File: config.mk
export PLATFORM = sky130hd
export DESIGN_NAME = dmem_sequencer
export DESIGN_NICKNAME = d
export VERILOG_FILES = /design/src/rtl/dmem_sequencer.sv
export SDC_FILE = /design/constraint.sdc
export NUM_CORES = 1
export LEC_CHECK = 0
export BUFFER_PORTS_ARGS = -buffer_cell sky130_fd_sc_hd__buf_2
export CAP_MARGIN = 40
export CORE_MARGIN = 2
export CORE_UTILIZATION = 45
export DETAILED_ROUTE_END_ITERATION = 8
export PLACE_DENSITY = 0.78
export REMOVE_ABC_BUFFERS = 1
export SYNTH_ARGS = -nofsm -noshare
export SYNTH_HDL_FRONTEND = slang
export SYNTH_SLANG_ARGS = --single-unit
File: constraint.sdc
create_clock -name clock_i -period 2.81 [get_ports clock_i]
set_clock_uncertainty 0.05 [all_clocks]
set_input_delay 0 -clock clock_i [delete_from_list [all_inputs] [get_ports clock_i]]
set_output_delay 0 -clock clock_i [all_outputs]
set_load 0.05 [all_outputs]
File: src/rtl/dmem_sequencer.sv
// Data-memory access sequencer: CPU loads/stores (sub-word stores via read-modify-write)
// and debug word reads onto a single-port synchronous RAM.
//
// state        | meaning
// -------------+----------------------------------------------------------
// ST_IDLE      | accept CPU access (priority) or a debug read
// ST_LOAD_WAIT | RAM data returning; extract lane, extend, release stall
// ST_RMW_WRITE | merge store lane into the read word and write it back
// ST_DBG_WAIT  | RAM data returning for debug; capture into dbg_rdata_o
module dmem_sequencer #(
   parameter int NB_DATA     = 32,
   parameter int NB_ADDR     = 7,
   parameter int NB_MEM_CTRL = 6
) (
   input  logic                   clock_i,
   input  logic                   reset_i,
   input  logic [NB_ADDR+1:0]     cpu_addr_i,
   input  logic [NB_MEM_CTRL-1:0] cpu_ctrl_i,
   input  logic [NB_DATA-1:0]     cpu_wdata_i,
   output logic [NB_DATA-1:0]     cpu_rdata_o,
   output logic                   cpu_stall_o,
   input  logic                   dbg_req_i,
   input  logic [NB_ADDR-1:0]     dbg_addr_i,
   output logic [NB_DATA-1:0]     dbg_rdata_o,
   output logic                   dbg_valid_o,
   output logic [NB_ADDR-1:0]     mem_addr_o,
   output logic [NB_DATA-1:0]     mem_wdata_o,
   output logic                   mem_we_o,
   output logic                   mem_re_o,
   input  logic [NB_DATA-1:0]     mem_rdata_i
);

   localparam logic [1:0] ST_IDLE      = 2'd0;
   localparam logic [1:0] ST_LOAD_WAIT = 2'd1;
   localparam logic [1:0] ST_RMW_WRITE = 2'd2;
   localparam logic [1:0] ST_DBG_WAIT  = 2'd3;

   localparam logic [2:0] SIZE_BYTE = 3'b001;
   localparam logic [2:0] SIZE_HALF = 3'b010;
   localparam logic [2:0] SIZE_WORD = 3'b100;

   logic [1:0]         state;
   logic [1:0]         state_next;
   logic [NB_ADDR-1:0] lat_word;
   logic [1:0]         lat_lane;
   logic [2:0]         lat_size;
   logic               lat_zext;
   logic               lat_load;

   logic               cpu_rd;
   logic               cpu_wr;
   logic               cpu_req;
   logic [2:0]         cpu_size;
   logic [NB_DATA-1:0] load_data;
   logic [NB_DATA-1:0] merge_data;
   logic [7:0]         lane_byte;
   logic [15:0]        lane_half;

   // A read with the write bit also set is treated purely as a read.
   assign cpu_rd   = cpu_ctrl_i[5];
   assign cpu_wr   = cpu_ctrl_i[4] & ~cpu_ctrl_i[5];
   assign cpu_req  = cpu_ctrl_i[5] | cpu_ctrl_i[4];
   assign cpu_size = cpu_ctrl_i[3:1];

   always_comb begin
      lane_byte = mem_rdata_i[{lat_lane, 3'b000} +: 8];
      lane_half = mem_rdata_i[{lat_lane[1], 4'b0000} +: 16];
      case (lat_size)
         SIZE_BYTE: load_data = {{(NB_DATA-8){~lat_zext & lane_byte[7]}}, lane_byte};
         SIZE_HALF: load_data = {{(NB_DATA-16){~lat_zext & lane_half[15]}}, lane_half};
         SIZE_WORD: load_data = mem_rdata_i;
         default:   load_data = '0;
      endcase
   end

   always_comb begin
      merge_data = mem_rdata_i;
      if (lat_size == SIZE_BYTE) begin
         merge_data[{lat_lane, 3'b000} +: 8] = cpu_wdata_i[7:0];
      end else if (lat_size == SIZE_HALF) begin
         merge_data[{lat_lane[1], 4'b0000} +: 16] = cpu_wdata_i[15:0];
      end
   end

   always_comb begin
      state_next  = state;
      mem_addr_o  = cpu_addr_i[NB_ADDR+1:2];
      mem_wdata_o = cpu_wdata_i;
      mem_we_o    = 1'b0;
      mem_re_o    = 1'b0;
      cpu_stall_o = 1'b0;
      cpu_rdata_o = '0;
      lat_load    = 1'b0;
      case (state)
         ST_IDLE: begin
            if (cpu_rd) begin
               mem_re_o    = 1'b1;
               cpu_stall_o = 1'b1;
               lat_load    = 1'b1;
               state_next  = ST_LOAD_WAIT;
            end else if (cpu_wr) begin
               if (cpu_size == SIZE_WORD) begin
                  mem_we_o = 1'b1;
               end else if (cpu_size == SIZE_BYTE || cpu_size == SIZE_HALF) begin
                  mem_re_o    = 1'b1;
                  cpu_stall_o = 1'b1;
                  lat_load    = 1'b1;
                  state_next  = ST_RMW_WRITE;
               end
            end else if (!cpu_req && dbg_req_i && !dbg_valid_o) begin
               mem_addr_o = dbg_addr_i;
               mem_re_o   = 1'b1;
               state_next = ST_DBG_WAIT;
            end
         end
         ST_LOAD_WAIT: begin
            mem_addr_o  = lat_word;
            cpu_rdata_o = load_data;
            state_next  = ST_IDLE;
         end
         ST_RMW_WRITE: begin
            mem_addr_o  = lat_word;
            mem_wdata_o = merge_data;
            mem_we_o    = 1'b1;
            state_next  = ST_IDLE;
         end
         default: begin
            // CPU arriving during the debug return slot waits one cycle.
            mem_addr_o  = dbg_addr_i;
            cpu_stall_o = cpu_req;
            state_next  = ST_IDLE;
         end
      endcase
      if (reset_i) begin
         mem_we_o    = 1'b0;
         mem_re_o    = 1'b0;
         cpu_stall_o = 1'b0;
         cpu_rdata_o = '0;
      end
   end

   always_ff @(posedge clock_i) begin
      if (reset_i) begin
         state       <= ST_IDLE;
         dbg_rdata_o <= '0;
         dbg_valid_o <= 1'b0;
         lat_word    <= '0;
         lat_lane    <= '0;
         lat_size    <= '0;
         lat_zext    <= 1'b0;
      end else begin
         state       <= state_next;
         dbg_valid_o <= (state == ST_DBG_WAIT);
         if (state == ST_DBG_WAIT) begin
            dbg_rdata_o <= mem_rdata_i;
         end
         if (lat_load) begin
            lat_word <= cpu_addr_i[NB_ADDR+1:2];
            lat_lane <= cpu_addr_i[1:0];
            lat_size <= cpu_size;
            lat_zext <= cpu_ctrl_i[0];
         end
      end
   end

endmodule

==> key figures, run 1 <==
Yosys
  • Yosys cell types: 52
  • Top_reg_cell synth: dfxtp_1
  • Area contributors post-synth: dfxtp_1 (24%), mux2i_1 (11%), mux2_2 (4.5%)
  • Area leader, netlist: dfxtp_1
  • #FFs+latches synth: 48
  • Syn Inst Count: 466
  • Xor/xnor cell area share of the yosys netlist: 0.00219
  • Yosys warning count: 0
  • Adder-cell share of the synthesized area: 0.0281
  • Syn Area/Cell: 8.60 µm²
  • Largest family of logic cells by synthesized area: compound AO/OA/AOI/OAI gates
  • Seq/Total Area, Yosys: 0.240
  • Multiplexer share of the synthesized area: 0.200
  • Cell area after synthesis: approximately 4000 µm²
  • Share of the synthesized area in the top cell type: 0.240
  • Number of enable flip-flop cells after synthesis: 0
  • Synth Area in Compound Gates: 0.272
  • Synth Area in Simple Gates: 0.178
  • Synth async-reset ratio: 0

Global routing
  • Largest net degree at the start of global routing: 63
  • Total global-route track usage: 0.304
  • Vias in the first global route: 4777
  • M1 GR Usage: 0.367
  • Initial antenna violation count: 0
  • GR Util met3: 0.0558
  • GRT met2 Usage: 0.525
  • First-pass GRT wire length: ~24000 µm
  • GRT overflow: 0
  • GR peak layer: met2

Setup path
  • CP Launch Type: flip-flop
  • Critical Setup Path Class: reg2out
  • Worst EP required: 2.76 ns
  • Setup crit end kind: output pin
  • Crit path max fanout: 24
  • Critical Path AT: 2.46 ns

Drt
  • Drt via density: 5.98
  • Total number of vias: 4833
  • Post-DR wirelength/cell: roughly 19 µm
  • DRC errors left: 0
  • Drt total wl: ~15000 µm
  • Routed Antenna Nets: 0
  • Drt first pass iters: 5
  • Starting DRT DRC Count: 359

Power and ir drop
  • PwrDens: approximately 370 nW/µm²
  • Overall power: about 0.0021 W
  • Leakage: 2.55 nW
  • Peak supply drop: 0.266 mV

Final layout
  • Filler Cell Count: between 700 and 800
  • Antenna cells: 0
  • Nets: approximately 800
  • Synth-to-Final Area Change: 41.4%
  • Commonest non-fill, non-tap cell in the layout: buf_2
  • Finished Layout Cells: around 810
  • Area occupied by multi-input gates: 2730 µm²
  • Register Area: 961 µm²
  • Most frequent cells in the layout: buf_2 (195), dfxtp_1 (48), nor2_1 (47), dlygate4sd3_1 (45), mux2i_1 (44)
  • Layout cells sized above 1: 0.400

Placement
  • Cells after DPL: approximately 760
  • RD Place Congestion: 0.904
  • IO buf count: 195
  • Post-DP HPWL: 10800 µm

Clock tree
  • CTS tree: done
  • CTS clock-pin slew for the worst setup and hold paths: 0.09 ns
  • H-Tree Depth: 2
  • # clock sinks: 48
  • Hold buffers post-CTS: 45
  • Clock latency on the worst-skew pair: ~0.3 ns
  • Inserted Clock Buffers: 5
  • Maximum clock path buffer count: 2
  • Postcts setup bufs: 0
  • CTS root buffer: clkbuf_8
  • Post-CTS sizing: 0

Die
  • Row cnt: 34
  • DIE HEIGHT: 98.4 µm
  • Initial Util: 0.462
  • I/O pin count: 196
  • Core Area: 8680 µm²
  • Die area: roughly 9700 µm²
  • Die W: approximately 100 µm

STA
  • RSZ-0062 raised after global routing: no
  • Tmin final: approximately 2.5 ns
  • Slew headroom: 0.557
  • Final setup TNS: 0 ns
  • Worst Max-Slew Pin Slew: 0.664 ns
  • Final Setup Violations: 0
  • Hold Vio Cnt, Final: 0
  • Max Clk Rate: 398 MHz
  • Final Max Slew Viols: 0
  • Tcrit/Tclk final: 0.894
  • Tightest hold margin: 0.0199 ns

Job
  • Max-Cap Viols: 0

Min path
  • Class of the worst hold path: in2reg

Outcome
  • Status: complete, no violations
## path summary, 6_finish.rpt
check | startpoint | cells past startpoint | slack [ns] | end
setup / recovery | lat_lane[1] | 8 | 0.30 | mem_wdata_o[26]
hold / removal | mem_rdata_i[25] | 3 | 0.02 | dbg_rdata_o[25]
setup reg to reg | state[0] | 5 | 1.01 | lat_word[6]
hold reg to reg | lat_word[4] | 2 | 0.43 | lat_word[4]
## logic make-up after synthesis
kind of cell    count (synthesis)
compound gates                138
simple gates                  132
buf+inv                        70
mux                            68
flops                          48
fa+ha+maj                       9
xor+xnor                        1
## cell type report
type	instances	share of cell area
clock buffers	7	0.0152
clock inverters	1	0.00133
inverters	31	0.0205
multi-input cells	348	0.482
flip-flops and latches	48	0.170
well taps	108	0.0239
repair buffers	265	0.287
## critical path, stage by stage (launching register included)
cell	delay, ns
dfxtp_1	0.37
buf_4	0.32
ha_1	0.21
clkinv_1	0.08
nor4b_2	0.37
buf_4	0.25
a221oi_1	0.09
o22ai_1	0.16
buf_2	0.29
## metal layers
layer	share of wire	wire length (µm)
met2	0.49	7420
met1	0.37	5710
met5	0	0
met3	0.098	1500
met4	0.040	612
## power by group
group / internal [W] / switching (W) / leakage [nW]
combinational: 0.000347 / 0.000593 / 2.12
clock: 0.000201 / 0.000246 / 0.0445
sequential: 0.000704 / 0.0000232 / 0.390
## synth_stat cells (all sizes together), types with 2 or more instances
cell type  count
nand3b         2
a21o           2
nand2         21
mux2i         44
and2           8
o221ai        16
nand2b        29
a2bb2oi        7
mux4           8
a221o          8
nor3b          4
inv           30
o22ai         16
or2           10
dfxtp         48
o21ai          2
mux2          16
a21oi         31
buf           27
ha             9
nor2b          6
a221oi        16
nor2          47
clkbuf        12
o21a           3
a22oi         16
a222oi         7
a22o           8
## per-stage QoR
stage	area (µm²)	worst slack (ns)	util
after global routing	5670	0.124	0.653
final	5670	0.297	0.653
after CTS	5670	0.292	0.653
after global placement	5110	0.559	0.589
after detailed placement	5120	0.646	0.590
after floorplan	3800	-0.222	-
## state kept, by name, summed over array words and instances, names as in the netlist
name / count
lat_word: 7
dbg_rdata_o: 32
dbg_valid_o: 1
state: 2
lat_lane: 2
lat_zext: 1
lat_size: 3
(Power assumes the default switching activity.)
==> run 2: changes to the inputs <==
--- a/config.mk
+++ b/config.mk
@@ -5,12 +5,13 @@
 export SDC_FILE = /design/constraint.sdc
 export NUM_CORES = 1
 export LEC_CHECK = 0
+export ABC_AREA = 1
 export BUFFER_PORTS_ARGS = -buffer_cell sky130_fd_sc_hd__buf_2
 export CAP_MARGIN = 40
 export CORE_MARGIN = 2
 export CORE_UTILIZATION = 45
 export DETAILED_ROUTE_END_ITERATION = 8
-export PLACE_DENSITY = 0.78
+export PLACE_DENSITY = 0.76
 export REMOVE_ABC_BUFFERS = 1
 export SYNTH_ARGS = -nofsm -noshare
 export SYNTH_HDL_FRONTEND = slang
==> constraint.sdc (replaced) <==
create_clock -name clock_i -period 3.1 [get_ports clock_i]
set_clock_uncertainty 0.05 [all_clocks]
set_input_delay 0 -clock clock_i [delete_from_list [all_inputs] [get_ports clock_i]]
set_output_delay 0 -clock clock_i [all_outputs]
set_load 0.05 [all_outputs]
==> run 2 against run 1 <==
Worst hold slack lost 0.012 ns; total power is 5.4% higher; non-clock buffer count shrank 19; clock power increased by 27%; via count increased by 27%; routed wire length up 15%; largest power group unchanged; worst setup slack better by 0.082 ns; global-route usage about the same.
==> key figures, run 2 <==
Yosys
  • Number of enable flip-flop cells after synthesis: 0 (unchanged)
  • Yosys warning count: 0 (unchanged)
  • #FFs+latches synth: 48 (unchanged)
  • Synth async-reset ratio: 0 (unchanged)
  • Most frequent cell after synthesis: nand2_1
  • Seq/Total Area, Yosys: 0.206 (-0.0338)
  • Area leader, netlist: dfxtp_1
  • Syn Area/Cell: 5.70 µm² (-34%)
  • Share of the synthesized area in the top cell type: 0.206 (-0.0338)
  • Cell area after synthesis: 4660 µm² (+16%)
  • Syn Inst Count: 819 (+76%)
  • Yosys cell types: 31 (-40%)
  • Synth top cells by count: nand2_1 (234), o21ai_0 (99), nor2_1 (85)
  • Top_reg_cell synth: dfxtp_1
  • Area contributors post-synth: dfxtp_1 (21%), nand2_1 (19%), o21ai_0 (11%)

STA
  • Max Clk Rate: 367 MHz
  • Tmin final: 2.72 ns
  • Tcrit/Tclk final: 0.878
  • Slew headroom: 0.424 (-0.132)
  • Final Setup Violations: 0 (unchanged)
  • RSZ-0062 raised after global routing: no
  • Worst Max-Slew Pin Slew: 0.862 ns (+0.198 ns)
  • Hold Vio Cnt, Final: 0 (unchanged)
  • Tightest hold margin: 0.00797 ns (-0.0119 ns)
  • Final Max Slew Viols: 0 (unchanged)
  • Final setup TNS: 0 ns (unchanged)
  • Final worst slack: 0.379 ns (+0.0821 ns)

Setup path
  • Setup crit end kind: output pin
  • Crit path launch: lat_lane[0]
  • CP Launch Type: flip-flop
  • Slowest cell on crit path: nor2_2
  • Critical Path AT: 2.67 ns (+0.21 ns)
  • Most frequent CP cell: nand2_1
  • Setup slack, reg-to-reg: 1.51 ns (+0.50 ns)
  • Reg2Reg Depth: 4 (-1)
  • R2r endpoint: dbg_rdata_o[13]
  • Worst EP required: 3.05 ns (+0.29 ns)
  • Worst Setup EP: mem_wdata_o[20]
  • Critical-path cell list: inv_2 > ha_1 > inv_1 > nor2_2 > nand2_1 > o21ai_0 > nand3_1 > nand2_1 > buf_2
  • Crit path max fanout: 19 (-21%)
  • Max incr delay on CP: 0.41 ns (+0.04 ns)
  • Critical Setup Path Class: reg2out
  • Worst r2r src: state[0]

Drt
  • Drt first pass iters: 5 (unchanged)
  • DRC errors left: 0 (unchanged)
  • Drt via density: 5.31 (-11%)
  • Post-DR wirelength/cell: 15.2 µm (-20%)
  • Total number of vias: 6125 (+27%)
  • Drt total wl: 17500 µm (+15%)
  • Starting DRT DRC Count: 520 (+45%)
  • Routed Antenna Nets: 0 (unchanged)

Clock tree
  • Hold buffers post-CTS: 40 (-11%)
  • Inserted Clock Buffers: 5 (unchanged)
  • Postcts setup bufs: 0 (unchanged)
  • H-Tree Depth: 2 (unchanged)
  • CTS tree: done
  • CTS clock-pin slew for the worst setup and hold paths: 0.10 ns (about the same)
  • Clock latency on the worst-skew pair: 0.32 ns (+0.02 ns)
  • Post-CTS sizing: 0 (unchanged)
  • # clock sinks: 48 (unchanged)
  • Maximum clock path buffer count: 2 (unchanged)
  • CTS root buffer: clkbuf_8

Power and ir drop
  • Switching part of the total: 0.437 (+0.0289)
  • Peak supply drop: 0.209 mV (-21%)
  • Int Power: 0.00125 W (+0.20%)
  • Clock group share of total power: 0.254 (+0.043)
  • Power share of the combinational group: 0.450 (+0.006)
  • PwrDens: 364 nW/µm² (-2.4%)
  • P_sw: 0.000973 W (+13%)
  • Leakage: 3.15 nW (+23%)
  • Seq pwr share: 0.296 (-0.048)

Die
  • DIE HEIGHT: 106 µm (+7.6%)
  • Die W: 106 µm (+7.6%)
  • Core Area: 10200 µm² (+17%)
  • Row cnt: 37 (+8.8%)
  • Die area: 11200 µm² (+16%)
  • Initial Util: 0.458 (-0.00366)
  • I/O pin count: 196 (unchanged)

Final layout
  • Synth-to-Final Area Change: 31.1%
  • Layout cells sized above 1: 0.267 (-0.133)
  • Top reg by flops: dbg_rdata_o
  • Fin util: 0.600 (-0.0526)
  • Filler Cell Count: 1069 (+45%)
  • Antenna cells: 0 (unchanged)
  • Max reg flops: 32 (unchanged)
  • Commonest non-fill, non-tap cell in the layout: nand2_1
  • Final cell area excluding filler cells: 6110 µm² (+7.9%)
  • Biggest regs: dbg_rdata_o x32, lat_word x7, lat_size x3
  • Nets: 1116 (+40%)
  • Most frequent cells in the layout: nand2_1 (234), buf_2 (195), o21ai_0 (99), nor2_1 (85), nand3_1 (74)

Placement
  • IO buf count: 195 (unchanged)
  • Post-DP HPWL: 11800 µm (+9.6%)
  • Placed cell area: 5580 µm² (+9.0%)
  • RD Place Congestion: 1.01 (+12%)
  • Worst slack at placement: 0.841 ns (+0.196 ns)

Global routing
  • Largest net degree at the start of global routing: 66 (+4.8%)
  • Total global-route track usage: 0.304 (-0.000350)
  • Initial antenna violation count: 0 (unchanged)
  • First-pass GRT wire length: 27400 µm (+15%)
  • Vias in the first global route: 5423 (+14%)
  • GRT overflow: 0 (unchanged)

Job
  • Max-Cap Viols: 0 (unchanged)

Outcome
  • Status: complete, no violations

Min path
  • Class of the worst hold path: in2reg
==> run 2: changes by cell type after synthesis, moves of 20 or more <==
cell      change
nor2_1       +38
nand2b_1     -28
mux2i_1      -44
nand3_1      +73
nand2_1     +214
inv_1        +26
o21ai_1      +20
a21oi_1      +47
o21ai_0      +98
==> run 2: how the worst min path moves through the flow <==
stage                                  to  slack, ns            start  depth (start not counted)
after detailed placement      dbg_valid_o       0.18          reset_i                          2
after CTS                  dbg_rdata_o[1]     0.0008   mem_rdata_i[1]                          3
after global placement        dbg_valid_o       0.18          reset_i                          2
after floorplan               dbg_valid_o       0.02          reset_i                          1
final                     dbg_rdata_o[28]      0.008  mem_rdata_i[28]                          3
after global routing      dbg_rdata_o[30]      0.007  mem_rdata_i[30]                          3
==> run 2: cell type report <==
class,instances,area [µm²],share of cell area
tap,136,170,0.0278
timing repair buffer,246,1460,0.239
inverter,75,284,0.0465
sequential,48,962,0.157
clock inverter,2,60.1,0.00982
multi-input combinational,642,3110,0.509
clock buffer,5,68.8,0.0113
==> run 2: worst max-delay path: cells and delay by family, from the launching register on <==
family                   cells  cell delay (ns)
buffers and inverters        3             0.48
flip-flops                   1             0.36
adder cells (fa/ha/maj)      1             0.37
AO/OA/AOI/OAI                1             0.24
AND/OR/NAND/NOR              4             0.92
==> run 2: per-stage QoR <==
| step | total power, W | std cells |
|---|---|---|
| floorplan | 0.00134 | 765 |
| global placement | 0.00161 | 1107 |
| detailed placement | 0.00162 | 1107 |
| CTS | 0.00222 | 1154 |
| global route | 0.00235 | 1154 |
| finish | 0.00223 | 1154 |
==> run 2: power by group through the flow <==
stage / registers [W] / clock network, W / logic, W
3_3_place_gp: 0.000673 / 0 / 0.000938
3_5_place_dp: 0.000673 / 0 / 0.000944
4_1_cts: 0.000659 / 0.000572 / 0.000987
6_report: 0.000659 / 0.000566 / 0.00100
5_1_grt: 0.000663 / 0.000592 / 0.00109
2_1_floorplan: 0.000713 / 0 / 0.000628
==> run 2: logic make-up after synthesis <==
group | after synthesis | synth area share
compound gates | 216 | 0.256
fa+ha+maj | 9 | 0.0241
buf+inv | 129 | 0.128
flops | 48 | 0.206
simple gates | 417 | 0.386
==> run 2: metal layers <==
metal,part of all wire,global-route usage
met1,0.42,0.402
met2,0.47,0.515
met3,0.088,0.0495
met4,0.019,0.0789
met5,0,0
